==> config.mk <==
export PLATFORM = sky130hd
export DESIGN_NAME = seq_mul_param
export DESIGN_NICKNAME = d
export VERILOG_FILES = /design/src/rtl/seq_mul_param.sv
export SDC_FILE = /design/constraint.sdc
export NUM_CORES = 1
export LEC_CHECK = 0
export BUFFER_PORTS_ARGS = -buffer_cell sky130_fd_sc_hd__buf_2
export CELL_PAD_IN_SITES_DETAIL_PLACEMENT = 1
export CELL_PAD_IN_SITES_GLOBAL_PLACEMENT = 1
export CORE_AREA = 2 2 134 136
export DETAILED_ROUTE_END_ITERATION = 8
export DIE_AREA = 0 0 136 138
export PLACE_DENSITY = 0.71
export SYNTH_ARGS = -nofsm -noshare
export SYNTH_HDL_FRONTEND = slang
export SYNTH_SLANG_ARGS = --single-unit
==> constraint.sdc <==
create_clock -name clk -period 5.5 [get_ports clk]
set_clock_uncertainty 0.1 [all_clocks]
set_input_delay 0.55 -clock clk [delete_from_list [all_inputs] [get_ports clk]]
set_output_delay 0.55 -clock clk [all_outputs]
set_load 0.005 [all_outputs]
==> src/rtl/seq_mul_param.sv <==
//------------------------------------------------------------------------------
// Module  : seq_mul_param
// Brief   : Shift-and-add sequential multiplier, signed/unsigned, with
//           valid/ready handshakes. Optional macro SEQ_MUL_EARLY_TERM_EN
//           ends CALC once the remaining multiplier bits are all zero.
// Revision: 1.0 - initial release
//------------------------------------------------------------------------------
`default_nettype none

module seq_mul_param #(
    parameter int WIDTH = 16
) (
    input  logic                 clk,
    input  logic                 rst_n,
    input  logic                 in_valid,
    output logic                 in_ready,
    input  logic [WIDTH-1:0]     a,
    input  logic [WIDTH-1:0]     b,
    input  logic                 is_signed,
    output logic                 out_valid,
    input  logic                 out_ready,
    output logic [2*WIDTH-1:0]   p,
    output logic                 busy
);

    localparam int CNT_W = $clog2(WIDTH) + 1;

    typedef enum logic [1:0] {
        S_IDLE = 2'd0,
        S_CALC = 2'd1,
        S_NEG  = 2'd2,
        S_DONE = 2'd3
    } state_t;

    state_t               state;
    state_t               state_nxt;
    logic [2*WIDTH-1:0]   acc;
    logic [WIDTH-1:0]     ma;
    logic [WIDTH-1:0]     mb;
    logic [CNT_W-1:0]     cnt;
    logic                 neg;

    logic                 accept;
    logic                 calc_last;
    logic [WIDTH-1:0]     a_mag;
    logic [WIDTH-1:0]     b_mag;
    logic [WIDTH-1:0]     mb_shifted;
    logic [2*WIDTH-1:0]   partial;

    // Negating -2^(WIDTH-1) wraps to itself, which read as unsigned is its magnitude.
    assign a_mag      = (is_signed && a[WIDTH-1]) ? (-a) : a;
    assign b_mag      = (is_signed && b[WIDTH-1]) ? (-b) : b;
    assign mb_shifted = mb >> 1;
    assign partial    = {{WIDTH{1'b0}}, ma} << cnt;
    assign accept     = in_valid && (state == S_IDLE);
    assign p          = acc;

`ifdef SEQ_MUL_EARLY_TERM_EN
    assign calc_last = (cnt == CNT_W'(WIDTH - 1)) || (mb_shifted == '0);
`else
    assign calc_last = (cnt == CNT_W'(WIDTH - 1));
`endif

    always_ff @(posedge clk or negedge rst_n) begin
        if (!rst_n) begin
            state <= S_IDLE;
        end else begin
            state <= state_nxt;
        end
    end

    always_comb begin
        state_nxt = state;
        in_ready  = 1'b0;
        out_valid = 1'b0;
        busy      = 1'b0;
        case (state)
            S_IDLE: begin
                in_ready = 1'b1;
                if (in_valid) begin
                    state_nxt = S_CALC;
                end
            end
            S_CALC: begin
                busy = 1'b1;
                if (calc_last) begin
                    state_nxt = neg ? S_NEG : S_DONE;
                end
            end
            S_NEG: begin
                busy      = 1'b1;
                state_nxt = S_DONE;
            end
            S_DONE: begin
                out_valid = 1'b1;
                if (out_ready) begin
                    state_nxt = S_IDLE;
                end
            end
            default: begin
                state_nxt = S_IDLE;
            end
        endcase
    end

    always_ff @(posedge clk or negedge rst_n) begin
        if (!rst_n) begin
            acc <= '0;
            ma  <= '0;
            mb  <= '0;
            cnt <= '0;
            neg <= 1'b0;
        end else begin
            case (state)
                S_IDLE: begin
                    if (accept) begin
                        ma  <= a_mag;
                        mb  <= b_mag;
                        neg <= is_signed & (a[WIDTH-1] ^ b[WIDTH-1]);
                        acc <= '0;
                        cnt <= '0;
                    end
                end
                S_CALC: begin
                    if (mb[0]) begin
                        acc <= acc + partial;
                    end
                    mb  <= mb_shifted;
                    cnt <= cnt + CNT_W'(1);
                end
                S_NEG: begin
                    acc <= -acc;
                end
                default: begin
                end
            endcase
        end
    end

endmodule

`default_nettype wire

==> run_results.csv <==
group,metric,value,unit
outcome,status,"finished, final reports clean",
critical_path,r2r_end,"p[24]$_DFFE_PN0P_",
critical_path,critPathCapture,"p[24]$_DFFE_PN0P_",
drt,wl_met2,10100,um
drt,dr.pass1.iters,4,
drt,routed_via_density,5.87,
critical_path,crit_start,"cnt[0]$_DFFE_PN0P_",
sta,max_freq,223,MHz
power,seq_power_share,20.5,%
drt,wl_met1,10200,um
critical_path,crit_type,"reg2reg",
floorplanning,io_pins,72,
power,leakage,3.42,nW
critical_path,r2r_setup_slack,1.02,ns
clock_network,clkLatencyLatePin,0.35,ns
place,pre_cts_ws,1.08,ns
critical_path,slowest_delay,0.55,ns
logic_synthesis,syn_area_per_cell,7.65,sq um
global_route,grt_max_degree,73,
floorplanning,fp.dieW,136,um
power,p_comb_share,67.6,%
cells_and_area,fill_cells,2211,
logic_synthesis,netlist_area,6800,sq um
cells_and_area,syn2layout_area_growth,12.5,%
global_route,grt_overflow,0,
sta,tns,0,ns
global_route,grt_antenna_before_repair,0,
sta,finalWorstSetupSlack,1.02,ns
drt,ant_nets,0,
critical_path,crit_path_start_kind,"flip-flop",
run,maxCapViolCount,0,
place,gp_congestion,0.872,
logic_synthesis,synth_edf_count,0,
critical_path,reg2reg_depth,14,
global_route,gr-usage-all-layers,23.0,%
place,placed_cells,1154,
logic_synthesis,ys_seq_area_share,26.5,%
sta,fin_crit_sh,81.4,%
sta,whs,0.247,ns
cells_and_area,design_area,7650,sq um
critical_path,arrival,4.67,ns
cells_and_area,fin_nets,1015,
logic_synthesis,syn_inst,889,
clock_network,htree_levels,3,
clock_network,clockBufferDepth,2,
power,peakVddDrop,0.252,mV
clock_network,postCtsSetupBuffers,0,
logic_synthesis,yosys.area.top_type_share,26.5,%
critical_path,critical_path_buf_inv_count,1,
sta,grt_setup_unrepaired,"no",
critical_path,slowest_stage,"dfrtp_1",
critical_path,crit_top_cell,"a21oi_1",
critical_path,critPathMaxFanout,19,
cells_and_area,fin_cells,1170,
logic_synthesis,synth_most_common_cell,"nand2_1",
logic_synthesis,synthTopCellsByCount,"nand2_1 (104), o21ai_0 (102), a21oi_1 (83)",
logic_synthesis,synth_area_leader_cell,"dfrtp_1",
floorplanning,row_count,49,
logic_synthesis,yosysUniqueCellTypes,68,
clock_network,cts_tree,"done",
logic_synthesis,async_reset_ff_share,100,%
critical_path,cp.depth,14,
place,dp_hpwl,16300,um
logic_synthesis,syn-num-nets,968,
clock_network,cts_sinks,72,
min_path,hold_class,"in2async",
power,p_per_area,657,nW/um^2
sta,hold_violations,0,
sta,period_minus_slack,4.48,ns
critical_path,required,5.69,ns
sta,slew_viol_final,0,
logic_synthesis,synth-seq-cells,72,
sta,slew_headroom,34.1,%
drt,routed_wirelength,21300,um
drt,vias,6864,
floorplanning,dieArea,18800,sq um
cells_and_area,final_core_utilization,43.6,%
clock_network,numCtsBuffers,9,
critical_path,r2r-start,"cnt[0]$_DFFE_PN0P_",
cells_and_area,area.sequential,1800,sq um
power,p_clk_share,11.9,%
place,port-buffer-count,71,
drt,drt_iter0_markers,279,
power,switching_power,2.66,mW
critical_path,worstPathCellList,"buf_4 > mux2_2 > o21ai_0 > o22ai_1 > nor2b_1 > ha_1 > a21o_1 > a21oi_1 > a21boi_0 > a221oi_1 > o41ai_1 > a21oi_1 > o41a_1 > nand3_1",
cells_and_area,final_layout_size_suffix_gt1_share,13.0,%
floorplanning,start_util,38.8,%
logic_synthesis,netlist_top_cells_area,"dfrtp_1 (26%), ha_1 (7.5%), o21ai_0 (7.5%), a21oi_1 (6.1%), nand2_1 (5.7%)",
critical_path,critPathCaptureType,"flip-flop",
drt,routed.top_layer,"met4",
cells_and_area,antenna_cells,0,
power,intPower,2.37,mW
floorplanning,die_h,138,um
place,dpl_cell_area,7350,sq um
cells_and_area,multi_input_area,4720,sq um
floorplanning,core,17500,sq um
drt,wl_per_cell,18.2,um
global_route,grt_pass1_vias,6734,
clock_network,clockRootBuffer,"clkbuf_16",
power,total_power,5.03,mW
clock_network,cts_resized,0,
sta,setup_violations,0,
clock_network,ctsHoldBuffers,0,
clock_network,path_clk_slew,0.06,ns
logic_synthesis,ys.flop_type,"dfrtp_1",
logic_synthesis,yosys_warnings,0,
sta,worstMarginPinSlew,0.989,ns
power,p_sw_share,52.9,%
global_route,grt_pass1_wl,35000,um
critical_path,cp_top_family,"compound AO/OA/AOI/OAI gates",
drt,drc,0,
drt,wl_met3,578,um
sequential cells by signal, summed over array words and instances, names as in the netlist:
signal / cells
cnt: 5
ma: 16
mb: 16
neg: 1
p: 32
state: 2
metal layers:
layer	vias up	global-route usage, %
li1	3367	-
met2	104	37.5
met3	24	3.08
met1	3369	31.2
met4	0	7.95
met5	-	0
cells by family after synthesis:
logic type | share of synthesized area [%]
fa+ha+maj | 7.84
compound gates | 27.6
simple gates | 21.1
mux | 6.11
flops | 26.5
buf+inv | 4.21
xor+xnor | 6.57
worst min-delay path by stage:
stage / endpoint / cells past startpoint / slack [ns] / startpoint
after floorplan: cnt[0]$_DFFE_PN0P_ / 0 / 0.15 / rst_n
after global placement: mb[7]$_DFFE_PN0P_ / 2 / 0.37 / mb[7]$_DFFE_PN0P_
after detailed placement: mb[0]$_DFFE_PN0P_ / 2 / 0.38 / mb[0]$_DFFE_PN0P_
after CTS: p[11]$_DFFE_PN0P_ / 1 / 0.28 / rst_n
after global routing: p[11]$_DFFE_PN0P_ / 1 / 0.34 / rst_n
final: p[11]$_DFFE_PN0P_ / 1 / 0.25 / rst_n
layout by cell type, fill, tap and decap left out, drive strengths merged, types with 7 or more instances in the layout:
cell    synthesis  routed
a211oi          9       9
a21o           13      13
a21oi          83      83
a22o            8       8
a22oi          11      11
a31oi           7       7
and2            8       8
buf             7      81
clkbuf         38       9
dfrtp          72      72
ha             41      41
inv            29      30
mux2           10      10
mux2i          19      19
nand2         104     104
nand2b          8       8
nand3          15      15
nand4          10      10
nor2           78      78
nor2b           9       9
nor3           36      36
nor4            8       8
o21ai         103     103
o22ai          18      18
o31ai           7       7
o41ai           8       8
or3             9       9
xnor2          32      32
xor2           19      19
layout make-up:
type,count,share of cell area (%)
Tap cell,229,3.74
Sequential cell,72,23.5
Inverter,31,1.52
Clock buffer,9,2.94
Timing Repair Buffer,81,5.66
Clock inverter,7,0.932
Multi-Input combinational cell,741,61.7
worst register-to-register path: cells and delay by family, from the launching register on:
kind	cells	cell delay (ns)
compound gates	9	2.44
fa+ha+maj	1	0.35
buf+inv	1	0.33
flops	1	0.55
mux	1	0.39
simple gates	2	0.26
power by group through the flow:
stage	registers, mW	clock network, mW	logic, mW
2_1_floorplan	0.921	0	2.46
6_report	1.03	0.600	3.40
3_3_place_gp	1.03	0	3.31
4_1_cts	1.03	0.617	3.39
5_1_grt	1.07	0.635	3.79
3_5_place_dp	1.04	0	3.38
Note: power is estimated with default switching activity, not from simulation.
